===== src/rtl/phi_pkg.sv =====
// Shared constants, FSM encoding and the qualifier handoff type for the phi setpoint receiver.
package phi_pkg;

    localparam logic [8:0]  PHI_MAX_DEG   = 9'd90;
    localparam logic [10:0] DEG2RAD_MUL   = 11'd1787;
    localparam int          DEG2RAD_SHIFT = 10;

    typedef enum logic [1:0] {
        IDLE,
        SLEW,
        HOLD
    } phi_state_e;

    typedef struct packed {
        logic       accept;
        logic [8:0] value;
    } phi_qual_t;

    // 1787/1024 approximates 100*pi/180; the angle is capped at 90, so 18 bits holds the product
    function automatic logic [31:0] deg2rad(input logic [8:0] deg);
        logic [17:0] prod;
        prod = 18'(deg) * 18'(DEG2RAD_MUL);
        return 32'(prod >> DEG2RAD_SHIFT);
    endfunction

endpackage


===== src/rtl/phi_qualifier.sv =====
// Brings the button-domain phi word into i_clock, clamps it, and flags a new target once the
// clamped value has held steady for STABLE_CYCLES samples (STABLE_CYCLES must be >= 2).
module phi_qualifier
    import phi_pkg::*;
#(
    parameter int STABLE_CYCLES = 1000
) (
    input  logic        i_clock,
    input  logic        i_reset,
    input  logic [31:0] i_phi32,
    input  logic [8:0]  i_target,
    output phi_qual_t   o_qual
);

    localparam int CW = (STABLE_CYCLES > 2) ? $clog2(STABLE_CYCLES) : 1;
    localparam logic [CW-1:0] CNT_LAST = CW'((STABLE_CYCLES > 2) ? STABLE_CYCLES - 2 : 0);

    // bit 9 carries "upper word nonzero" so out-of-range words clamp like 511 would
    logic [9:0]    sync1;
    logic [9:0]    sync2;
    logic [8:0]    sample;
    logic [8:0]    prev;
    logic [CW-1:0] cnt;
    logic          stable;

    always_comb begin
        sample = sync2[8:0];
        if (sync2[9] || sync2[8:0] > PHI_MAX_DEG)
            sample = PHI_MAX_DEG;
        stable = (sample == prev) && (cnt == CNT_LAST);
        o_qual.value  = sample;
        o_qual.accept = stable && (sample != i_target);
    end

    always_ff @(posedge i_clock) begin
        if (i_reset) begin
            sync1 <= '0;
            sync2 <= '0;
            prev  <= '0;
            cnt   <= '0;
        end else begin
            sync1 <= {|i_phi32[31:9], i_phi32[8:0]};
            sync2 <= sync1;
            prev  <= sample;
            if (sample != prev)
                cnt <= '0;
            else if (cnt != CNT_LAST)
                cnt <= cnt + 1'b1;
        end
    end

endmodule


===== src/rtl/phi_receiver.sv =====
// Turns the qualified phi target into a slew-limited applied angle, published in degrees and
// centiradians with a one-cycle update strobe.
module phi_receiver
    import phi_pkg::*;
#(
    parameter int STABLE_CYCLES = 1000,
    parameter int TICK_DIV      = 50000,
    parameter int STEP_DEG      = 1
) (
    input  logic        i_clock,
    input  logic        i_reset,
    input  logic [31:0] i_phi32,
    input  logic        i_enable,
    output logic [8:0]  o_phi_deg,
    output logic [31:0] o_phi_rad,
    output logic [8:0]  o_target,
    output logic        o_update,
    output logic        o_busy
);

    localparam int TW = (TICK_DIV > 1) ? $clog2(TICK_DIV) : 1;
    localparam logic [TW-1:0] TICK_LAST = TW'(TICK_DIV - 1);
    localparam logic [8:0]    STEP_MAX  = 9'(STEP_DEG);

    phi_qual_t         qual;
    phi_state_e        state;
    logic [TW-1:0]     tick;
    logic [8:0]        tgt_nxt;
    logic signed [9:0] diff;
    logic [8:0]        mag;
    logic [8:0]        step;
    logic [8:0]        phi_step;

    phi_qualifier #(
        .STABLE_CYCLES(STABLE_CYCLES)
    ) u_qual (
        .i_clock (i_clock),
        .i_reset (i_reset),
        .i_phi32 (i_phi32),
        .i_target(o_target),
        .o_qual  (qual)
    );

    // a target accepted on the same edge as a step steers that step
    always_comb begin
        tgt_nxt  = qual.accept ? qual.value : o_target;
        diff     = signed'({1'b0, tgt_nxt}) - signed'({1'b0, o_phi_deg});
        mag      = diff[9] ? 9'(-diff) : diff[8:0];
        step     = (mag > STEP_MAX) ? STEP_MAX : mag;
        phi_step = diff[9] ? (o_phi_deg - step) : (o_phi_deg + step);
    end

    always_ff @(posedge i_clock) begin
        if (i_reset) begin
            state     <= IDLE;
            tick      <= '0;
            o_phi_deg <= '0;
            o_phi_rad <= '0;
            o_target  <= '0;
            o_update  <= 1'b0;
            o_busy    <= 1'b0;
        end else begin
            o_update <= 1'b0;
            o_busy   <= (o_target != o_phi_deg);
            if (qual.accept)
                o_target <= qual.value;

            case (state)
                IDLE: begin
                    if (qual.accept) begin
                        state <= SLEW;
                        tick  <= '0;
                    end
                end
                SLEW: begin
                    if (!i_enable) begin
                        state <= HOLD;
                    end else if (tick == TICK_LAST) begin
                        tick <= '0;
                        if (mag == '0) begin
                            state <= IDLE;
                        end else begin
                            o_phi_deg <= phi_step;
                            o_phi_rad <= deg2rad(phi_step);
                            o_update  <= 1'b1;
                            if (phi_step == tgt_nxt)
                                state <= IDLE;
                        end
                    end else begin
                        tick <= tick + 1'b1;
                    end
                end
                HOLD: begin
                    if (i_enable)
                        state <= SLEW;
                end
                default: state <= IDLE;
            endcase
        end
    end

endmodule

===== config.mk =====
export PLATFORM = sky130hd
export DESIGN_NAME = phi_receiver
export DESIGN_NICKNAME = d
export VERILOG_FILES = /design/src/rtl/phi_pkg.sv /design/src/rtl/phi_qualifier.sv /design/src/rtl/phi_receiver.sv
export SDC_FILE = /design/constraint.sdc
export NUM_CORES = 1
export LEC_CHECK = 0
export CELL_PAD_IN_SITES_DETAIL_PLACEMENT = 2
export CELL_PAD_IN_SITES_GLOBAL_PLACEMENT = 2
export CORE_ASPECT_RATIO = 1.75
export CORE_UTILIZATION = 35
export DETAILED_ROUTE_END_ITERATION = 10
export PLACE_DENSITY = 0.9
export REMOVE_ABC_BUFFERS = 1
export SYNTH_ARGS = -nofsm -noshare
export SYNTH_HDL_FRONTEND = slang
export SYNTH_SLANG_ARGS = --single-unit

===== constraint.sdc =====
create_clock -name i_clock -period 14.8 [get_ports i_clock]
set_clock_uncertainty 0.15 [all_clocks]
set_input_delay 2.96 -clock i_clock [delete_from_list [all_inputs] [get_ports i_clock]]
set_output_delay 2.96 -clock i_clock [all_outputs]
set_load 0.05 [all_outputs]

==> impl_results.md <==
- Hold-fix buffers at CTS: 0
- RSZ-0062 raised after global routing: no
- Yosys cell types: 73
- Initial Util: 0.3554
- Post-synth top cells: inv_1, dfxtp_1, nor2_1
- CTS Root Cell: clkbuf_16
- Reg2Reg Launch Point: u_qual.sync2[6]
- Number of global-route vias before repair: 7358
- FFs w/ async S/R, synth: 0
- Syn Inst Count: 846
- Top post-synthesis cells by area: dfxtp_1, fa_1, ha_1, inv_1, xnor2_1
- CORE AREA: 20200 sq um
- First-pass GRT wire length: 40340 microns
- TritonCTS Buffers: 9
- Core Util, Final: 0.4070
- Post-Layout Cell Count: 1152
- Post-CTS Setup Inserts: 0
- Die span in x: 110.3 microns
- Hold_ws: 0.3055 ns
- YS warnings: 0
- Final Hold Viols: 0
- Register area: 1702 sq um
- Hold_sp: u_qual.sync1[0]
- Syn Std Cell Area: 7179 sq um
- Drt wl/cell: 22.75 microns
- Nets: 1032
- Vias per Instance: 5.522
- Die ar.: 21110 sq um
- Most frequent CP cell: inv_1
- Ant diodes: 0
- GRT Overall Usage: 0.2609
- CTS tree: yes
- Main flop type after synthesis: dfxtp_1
- Count of flip-flops with a built-in enable after synthesis: 0
- #FFs+latches synth: 85
- Port bufs: 62
- Die span in y: 191.5 microns
- Filler cell count: 2308
- Seq/Total Area, Yosys: 0.2370
- CTS H-tree lvls: 3
- Critical Path End Type: register
- Clock latency on the worst-skew pair: 0.35 ns
- Post-Route WL: 26210 microns
- Crit path required time: 14.93 ns
- Cell Rows: 69
- Synth area leader: dfxtp_1
- VDD IR max: 0.1096 mV
- Top Usage Layer GRT: met2
- Max-slew headroom: 0.2154
- Clk pin slew, worst setup/hold paths: 0.07 ns
- Beginning of the critical path: u_qual.sync2[6]
- Slew Limit Fails: 0
- Met1 usage: 0.2452
- CP Max Fanout: 16
- Placed cell count: 1136
- Via count: 6361
- Crit path largest cell delay: 0.64 ns
- Slew @ Worst Pin: 1.176 ns
- Footprint of the multi-input gates: 4885 sq um
- MaxCap Viol Count: 0
- Layout cells sized above 1: 0.04204
- Final ANT Viol Nets: 0
- Clock sink count: 85
- GP Congestion: 0.9104
- GRT met2 Usage: 0.4964
- IO Count: 87
- CP max stage cell: fa_1
- Antenna violations before repair: 0
- CP arrival: 12.91 ns
- Final-report setup violation count: 0
- HPWL Detailed: 20720 microns
- Leak pwr: 0.003589 uW
- Critical Path Source Type: register
- Synth Area per Inst: 8.486 sq um
- Worst min path class: register to register
- Total power draw: 981.1 uW
- Final min period: 12.78 ns
- Top cell type's share of synthesized area: 0.2370
- DR DRC count: 0
- P per Cell Area: 119.3 nW/um^2
- Status: finished, final reports clean
- Longest Clk Path Bufs: 2
- Maximum clock frequency: 0.07823 GHz
- TritonRoute pass-1 iters: 4
- Area Overhead vs Synth: 14.52%
- Post-cts sizing count: 0
- Gr ovfl total: 0
- Setup total negative slack: 0 ns
- Kind of critical path: register to register
- Final worst-path cycle share: 0.8637
- Pin count of the biggest net entering global routing: 48
- Top-count cell post-synth: inv_1
- Initial DRC Count: 260
- Grt met3 use: 0.03307
-- cells in the final DEF, fill, tap and decap left out, drive strengths merged, types with 27 or more instances in the layout --
cell type / instances
nor2: 72
nand2: 58
fa: 40
xnor2: 40
a21oi: 30
ha: 58
conb: 27
nor2b: 27
clkdlybuf4s50: 61
inv: 104
dfxtp: 85
-- routing by layer --
layer,vias to the layer above,part of all wire
met2,155,0.56
li1,2916,-
met5,-,0
met3,98,0.027
met1,3192,0.34
met4,0,0.078
-- power by group --
| part | leakage [uW] | switching, uW | internal (uW) |
|---|---|---|---|
| Sequential | 0.000691 | 3.86 | 233 |
| Clock | 0.000137 | 101 | 120 |
| Combinational | 0.00276 | 313 | 211 |
| Total | 0.00359 | 418 | 563 |
-- registers in the layout, summed over array words and instances, names as in the netlist --
signal / count
o_phi_rad: 8
o_phi_deg: 9
state: 2
u_qual.prev: 9
tick: 16
o_target: 9
u_qual.sync2: 10
u_qual.sync1: 10
u_qual.cnt: 10
o_busy: 1
o_update: 1
-- stage by stage --
step	cell area, sq um	worst slack (ns)
6_report	8222	2.017
5_1_grt	8222	1.205
4_1_cts	8222	2.118
3_5_place_dp	7944	2.331
3_3_place_gp	7944	3.183
2_1_floorplan	6973	3.855
-- final timing paths --
kind | depth (start not counted) | slack, ns | end
min | 1 | 0.31 | u_qual.sync2[0]
max | 43 | 2.02 | o_phi_rad[7]
max reg2reg | 43 | 2.02 | o_phi_rad[7]
min reg2reg | 1 | 0.31 | u_qual.sync2[0]
-- worst max-delay path: cells and delay by family, from the launching register on --
| kind | cells | cell delay [ns] |
|---|---|---|
| fa+ha+maj | 8 | 3.90 |
| mux | 1 | 0.22 |
| simple gates | 9 | 2.34 |
| buf+inv | 6 | 0.47 |
| compound gates | 15 | 3.80 |
| xor+xnor | 4 | 1.44 |
| flops | 1 | 0.41 |
-- layout make-up --
| type | instances | area share |
|---|---|---|
| Clock buffer | 12 | 0.02998 |
| Timing Repair Buffer | 68 | 0.08035 |
| Multi-Input combinational cell | 632 | 0.5941 |
| Inverter | 103 | 0.04702 |
| Sequential cell | 85 | 0.2070 |
| Clock inverter | 4 | 0.003805 |
| Tap cell | 248 | 0.03774 |
-- kinds of logic (layout without fill, tap and decap cells) --
group           after synthesis  after routing  share of synthesized area
xor+xnor                     64             64                    0.08400
buf+inv                     154            187                    0.09568
flops                        85             85                     0.2370
compound gates              128            128                     0.1253
fa+ha+maj                    98             98                     0.2126
mux                          20             20                    0.02875
simple gates                295            295                     0.2156
other cells                   2             27                   0.001046
Note: power is estimated with default switching activity, not from simulation.
